===== src/rtl/pipe_stage_skid_reg.sv =====
`default_nettype none
// pipe_stage_skid_reg: valid/ready pipeline register with a two-entry skid buffer,
// full and speculative flush. Optional stall/flush counters with PIPE_STAGE_PERF_CNT_EN.
module pipe_stage_skid_reg #(
  parameter int PAYLOAD_W = 96,
  parameter int CTRL_W    = 10,
  parameter int CNT_W     = 16
) (
  input  logic                 clk,
  input  logic                 rst,
  input  logic                 in_valid,
  output logic                 in_ready,
  input  logic [PAYLOAD_W-1:0] in_payload,
  input  logic [CTRL_W-1:0]    in_ctrl,
  input  logic                 in_spec,
  input  logic                 flush,
  input  logic                 flush_spec,
  output logic                 out_valid,
  input  logic                 out_ready,
  output logic [PAYLOAD_W-1:0] out_payload,
  output logic [CTRL_W-1:0]    out_ctrl,
  output logic                 out_spec,
  output logic [1:0]           occupancy
`ifdef PIPE_STAGE_PERF_CNT_EN
  ,
  output logic [CNT_W-1:0]     stall_cnt,
  output logic [CNT_W-1:0]     flush_cnt
`endif
);

  typedef enum logic [1:0] {
    EMPTY = 2'd0,
    ONE   = 2'd1,
    FULL  = 2'd2
  } state_e;

  state_e               state_q, state_d;
  logic                 rdy_q;
  logic [PAYLOAD_W-1:0] m_payload_q, m_payload_d;
  logic [CTRL_W-1:0]    m_ctrl_q, m_ctrl_d;
  logic                 m_spec_q, m_spec_d;
  logic [PAYLOAD_W-1:0] s_payload_q, s_payload_d;
  logic [CTRL_W-1:0]    s_ctrl_q, s_ctrl_d;
  logic                 s_spec_q, s_spec_d;

  logic w_m_valid;
  logic w_s_valid;
  logic w_accept;
  logic w_release;
  logic w_m_keep;
  logic w_s_keep;
  logic w_in_keep;

  assign w_m_valid = (state_q != EMPTY);
  assign w_s_valid = (state_q == FULL);
  assign w_accept  = in_valid & rdy_q;
  assign w_release = w_m_valid & out_ready;

  // Survivors after this cycle's release and speculative kill, in delivery order.
  assign w_m_keep  = w_m_valid & ~w_release & ~(flush_spec & m_spec_q);
  assign w_s_keep  = w_s_valid & ~(flush_spec & s_spec_q);
  assign w_in_keep = w_accept & ~(flush_spec & in_spec);

  always_comb begin
    state_d     = state_q;
    m_payload_d = m_payload_q;
    m_ctrl_d    = m_ctrl_q;
    m_spec_d    = m_spec_q;
    s_payload_d = s_payload_q;
    s_ctrl_d    = s_ctrl_q;
    s_spec_d    = s_spec_q;

    if (flush) begin
      state_d  = EMPTY;
      m_ctrl_d = '0;
      m_spec_d = 1'b0;
      s_ctrl_d = '0;
      s_spec_d = 1'b0;
    end else begin
      case ({w_m_keep, w_s_keep, w_in_keep})
        3'b001: begin
          state_d     = ONE;
          m_payload_d = in_payload;
          m_ctrl_d    = in_ctrl;
          m_spec_d    = in_spec;
        end
        3'b010: begin
          state_d     = ONE;
          m_payload_d = s_payload_q;
          m_ctrl_d    = s_ctrl_q;
          m_spec_d    = s_spec_q;
        end
        3'b011: begin
          state_d     = FULL;
          m_payload_d = s_payload_q;
          m_ctrl_d    = s_ctrl_q;
          m_spec_d    = s_spec_q;
          s_payload_d = in_payload;
          s_ctrl_d    = in_ctrl;
          s_spec_d    = in_spec;
        end
        3'b100: begin
          state_d = ONE;
        end
        3'b101: begin
          state_d     = FULL;
          s_payload_d = in_payload;
          s_ctrl_d    = in_ctrl;
          s_spec_d    = in_spec;
        end
        3'b110, 3'b111: begin
          state_d = FULL;
        end
        default: begin
          state_d = EMPTY;
        end
      endcase

      // Slots vacated by a speculative kill are made inert.
      if (flush_spec) begin
        if (state_d == EMPTY) begin
          m_ctrl_d = '0;
          m_spec_d = 1'b0;
        end
        if (state_d != FULL) begin
          s_ctrl_d = '0;
          s_spec_d = 1'b0;
        end
      end
    end
  end

  always_ff @(posedge clk or negedge rst) begin
    if (!rst) begin
      state_q     <= EMPTY;
      rdy_q       <= 1'b0;
      m_payload_q <= '0;
      m_ctrl_q    <= '0;
      m_spec_q    <= 1'b0;
      s_payload_q <= '0;
      s_ctrl_q    <= '0;
      s_spec_q    <= 1'b0;
    end else begin
      state_q     <= state_d;
      rdy_q       <= (state_d != FULL);
      m_payload_q <= m_payload_d;
      m_ctrl_q    <= m_ctrl_d;
      m_spec_q    <= m_spec_d;
      s_payload_q <= s_payload_d;
      s_ctrl_q    <= s_ctrl_d;
      s_spec_q    <= s_spec_d;
    end
  end

  always_comb begin
    occupancy = 2'd0;
    case (state_q)
      ONE:     occupancy = 2'd1;
      FULL:    occupancy = 2'd2;
      default: occupancy = 2'd0;
    endcase
  end

  assign in_ready    = rdy_q;
  assign out_valid   = w_m_valid;
  assign out_payload = m_payload_q;
  assign out_ctrl    = m_ctrl_q;
  assign out_spec    = m_spec_q;

`ifdef PIPE_STAGE_PERF_CNT_EN
  logic [CNT_W-1:0] stall_cnt_q;
  logic [CNT_W-1:0] flush_cnt_q;
  logic             w_stall_hit;
  logic             w_flush_hit;

  assign w_stall_hit = w_m_valid & ~out_ready;
  assign w_flush_hit = flush ? (w_m_valid | w_accept)
                             : (flush_spec & ((w_m_valid & ~w_release & m_spec_q) |
                                              (w_s_valid & s_spec_q) |
                                              (w_accept & in_spec)));

  always_ff @(posedge clk or negedge rst) begin
    if (!rst) begin
      stall_cnt_q <= '0;
      flush_cnt_q <= '0;
    end else begin
      if (w_stall_hit && (stall_cnt_q != {CNT_W{1'b1}})) begin
        stall_cnt_q <= stall_cnt_q + {{(CNT_W-1){1'b0}}, 1'b1};
      end
      if (w_flush_hit && (flush_cnt_q != {CNT_W{1'b1}})) begin
        flush_cnt_q <= flush_cnt_q + {{(CNT_W-1){1'b0}}, 1'b1};
      end
    end
  end

  assign stall_cnt = stall_cnt_q;
  assign flush_cnt = flush_cnt_q;
`else
  logic w_unused_cnt_w;
  assign w_unused_cnt_w = |CNT_W;
`endif

endmodule
`default_nettype wire


===== config.mk =====
export PLATFORM = sky130hd
export DESIGN_NAME = pipe_stage_skid_reg
export DESIGN_NICKNAME = d
export VERILOG_FILES = /design/src/rtl/pipe_stage_skid_reg.sv
export SDC_FILE = /design/constraint.sdc
export NUM_CORES = 1
export LEC_CHECK = 0
export BUFFER_PORTS_ARGS = -buffer_cell sky130_fd_sc_hd__buf_2
export CAP_MARGIN = 30
export CORE_MARGIN = 2
export CORE_UTILIZATION = 49
export CTS_BUF_LIST = sky130_fd_sc_hd__clkbuf_2 sky130_fd_sc_hd__clkbuf_4 sky130_fd_sc_hd__clkbuf_8
export DETAILED_ROUTE_END_ITERATION = 12
export PLACE_DENSITY = 0.86
export SETUP_SLACK_MARGIN = 0.02
export SLEW_MARGIN = 20
export SYNTH_ARGS = -nofsm -noshare
export SYNTH_HDL_FRONTEND = slang
export SYNTH_SLANG_ARGS = --single-unit

===== constraint.sdc =====
create_clock -name clk -period 1.8 [get_ports clk]
set_clock_uncertainty 0.1 [all_clocks]
set_input_delay 0.36 -clock clk [delete_from_list [all_inputs] [get_ports clk]]
set_output_delay 0.36 -clock clk [all_outputs]
set_load 0.05 [all_outputs]

==> impl_metrics.ini <==
[route]
ant_nets = 0
dr_wl_met3_um = 3080
drcViolationCount = 0
drt_pass1_iterations = 5
drt-initial-drc-count = 549
vias = 8806
top_layer = met4
wl_met1_um = 13800
met2_length_um = 21100
routed_wl_um = 40500
drt-vias-per-instance = 6.11
wire_per_inst_um = 28.1

[timing]
drv_slew = 0
post-route-worst-setup-slack_ns = -0.347
period_needed_ns = 2.15
fmax_mhz = 466
fin_setup_tns_ns = -48.66
hold_violations = 0
rsz0062_at_grt = true
setup_violations = 221
slew_headroom_pct = 66.0
min_period_over_period_pct = 119
worst_pin_slew_ns = 0.510

[floorplan]
die_h_um = 140
row_count = 49
fp.dieW_um = 140
ios = 224
dieArea_um2 = 19700
coreArea_um2 = 18100
initial_core_util_pct = 50.4

[global_routing]
grt.overflow.total = 0
grt_antenna_before_repair = 1
grt_max_degree = 60
grt_use_total_pct = 33.0
grt_pass1_wl_um = 50100
first_global_vias = 9045

[power]
powerDensity_nw_per_um2 = 1150
power_frac_comb_pct = 33.7
vdd_drop_max_uv = 846
power_mw = 18.5
p_sw_mw = 7.06
swShare_pct = 38.2
p_leak_nw = 7.48
sequentialPowerShare_pct = 39.9
p_clk_share_pct = 26.5
internal_power_mw = 11.4

[placement]
routabilityCongestion = 0.852
numPortBuffers = 223
dpl_cell_area_um2 = 10900
hpwl_um = 14200

[logic_synthesis]
async_reset_ff_share_pct = 100
ys_seq_area_share_pct = 59.6
yosys_warnings = 0
syn-num-nets = 860
yosys.area.top_type_share_pct = 59.6
ys_types = 27
synth-seq-cells = 217
ys.flop_type = dfrtp_1
synth_common_cells = dfrtp_1 (217), nand2_1 (120), mux2i_1 (107)
synth_most_common_cell = dfrtp_1
yosys.area.top_type = dfrtp_1
syn_area_per_cell_um2 = 12.2
syn-cell-area_um2 = 9110
yosys-top-cells-area = dfrtp_1 (60%), mux2i_1 (12%), mux2_2 (6.9%), o21ai_0 (5.3%), mux2_1 (4.9%)
synth_edf_count = 0
postSynthCellCount = 747

[job]
drv_cap = 0

[cts]
cts.path.max_buffers = 3
path_clk_slew_ns = 0.07
tritoncts = done
clock-root-buffer = clkbuf_8
clkLatencyLatePin_ns = 0.54
cts_sinks = 217
ctsHtreeMaxLevel = 2
cts_buffers = 37

[min_path]
holdCritPathClass = input pin to flop

[worst_setup_path]
path_buf_inv = 3
end_kind = flop
crit_path_max_fanout = 10
crit_arrival_ns = 2.44
path_class = flop to flop
cp_top_family = buffers and inverters
cpPeakStageDelay_ns = 0.42
cp_data_required_time_ns = 2.09
path_cells = a21o_1 -> a211oi_2 -> buf_4 -> o21ai_4 -> nor2_4 -> buf_12 -> buf_12 -> mux2_4
cp_slowest_cell = dfrtp_2
cp_common_cell = buf_12
start_kind = flop

[layout]
design_area_um2 = 16100
drive_above_1_share_pct = 61.7
nets = 1297
layout-area-overhead-vs-synth_pct = 76.2

[outcome]
status = finished, violations left
failed_checks = setup timing
## power groups by stage
stage / sequential [mW] / clock [mW] / combinational, mW
5_1_grt: 7.42 / 5.12 / 6.44
2_1_floorplan: 8.39 / 0 / 1.21
4_1_cts: 6.86 / 4.73 / 5.12
3_3_place_gp: 6.77 / 0 / 3.93
3_5_place_dp: 6.84 / 0 / 4.07
6_report: 7.37 / 4.89 / 6.23
## worst reg2reg max path: cells and delay by family (launching register included)
family,cells,cell delay (ns)
flip-flops,1,0.42
buffers and inverters,3,0.55
AND/OR/NAND/NOR,1,0.18
multiplexers,1,0.31
AO/OA/AOI/OAI,3,0.44
## logic make-up after synthesis
group                  Yosys count  synth area share [%]
and+or+nand+nor                152                  6.45
AOI/OAI and AO/OA              122                  7.51
DFF                            217                  59.6
muxes                          203                  23.6
buffers and inverters           53                  2.83
## registers in the layout, indices dropped and copies added (netlist names)
name,count
out_payload,96
s_payload_q,96
out_ctrl,10
s_ctrl_q,10
state_q,2
in_ready,1
out_spec,1
s_spec_q,1
## stage by stage
| step | util [%] | worst slack, ns | instances | hold WS [ns] |
|---|---|---|---|---|
| finish | 88.8 | -0.347 | 1442 | 0.0103 |
| global route | 88.8 | -0.394 | 1442 | -0.000911 |
| CTS | 79.6 | -0.226 | 1419 | -0.00343 |
| detailed placement | 60.5 | -0.354 | 1208 | 0.234 |
| global placement | 60.5 | -0.307 | 1208 | 0.236 |
| floorplan | - | -0.390 | 747 | -0.0356 |
## worst paths after layout
| path | start | end | slack (ns) | cells after the start |
|---|---|---|---|---|
| worst min-delay path | in_ctrl[5] | s_ctrl_q[5] | 0.01 | 3 |
| max in group asynchronous | rst | out_payload[42] | 0.68 | 3 |
| worst min register to register | s_payload_q[85] | s_payload_q[85] | 0.39 | 1 |
| worst max register to register | out_spec | s_payload_q[11] | -0.35 | 8 |
| min in group asynchronous | rst | out_payload[92] | 0.27 | 2 |
| worst max-delay path | out_spec | s_payload_q[11] | -0.35 | 8 |
## repair_timing
action | CTS | global route
gates cloned | 31 | 19
setup endpoints to repair | 218 | 218
hold buffers | 92 | 1
buffers inserted | 23 | 7
pin swaps | 57 | 78
resized for setup | 285 | 316
endpoints found under the hold margin | 141 | 1
## per-layer routing
metal | global-route usage (%) | vias up
li1 | - | 3537
met1 | 38.9 | 4457
met2 | 58.2 | 603
met3 | 6.67 | 209
met4 | 15.3 | 0
met5 | 0 | -
## cells in the final DEF, fill, tap and decap left out, types with 21 or more instances in the layout
cell type / Yosys / final
buf_2: 26 / 219
dlygate4sd3_1: 0 / 93
buf_16: 0 / 28
dfrtp_1: 217 / 214
buf_4: 5 / 40
clkbuf_8: 0 / 47
o21ai_1: 0 / 27
nand2_4: 0 / 65
mux2i_4: 0 / 21
nand2_2: 0 / 26
mux2_4: 0 / 86
nand2_1: 120 / 27
mux2i_1: 107 / 69
o21ai_2: 1 / 60
buf_12: 0 / 24
## cell type report
cell class	instances	area (µm²)
inverters	3	11.3
clock inverters	3	17.5
repair buffers	446	4320
flip-flops and latches	217	5430
multi-input cells	479	5210
clock buffers	64	774
fillers	660	2030
well taps	229	287
diodes	1	2.50
Note: power is estimated with default switching activity, not from simulation.
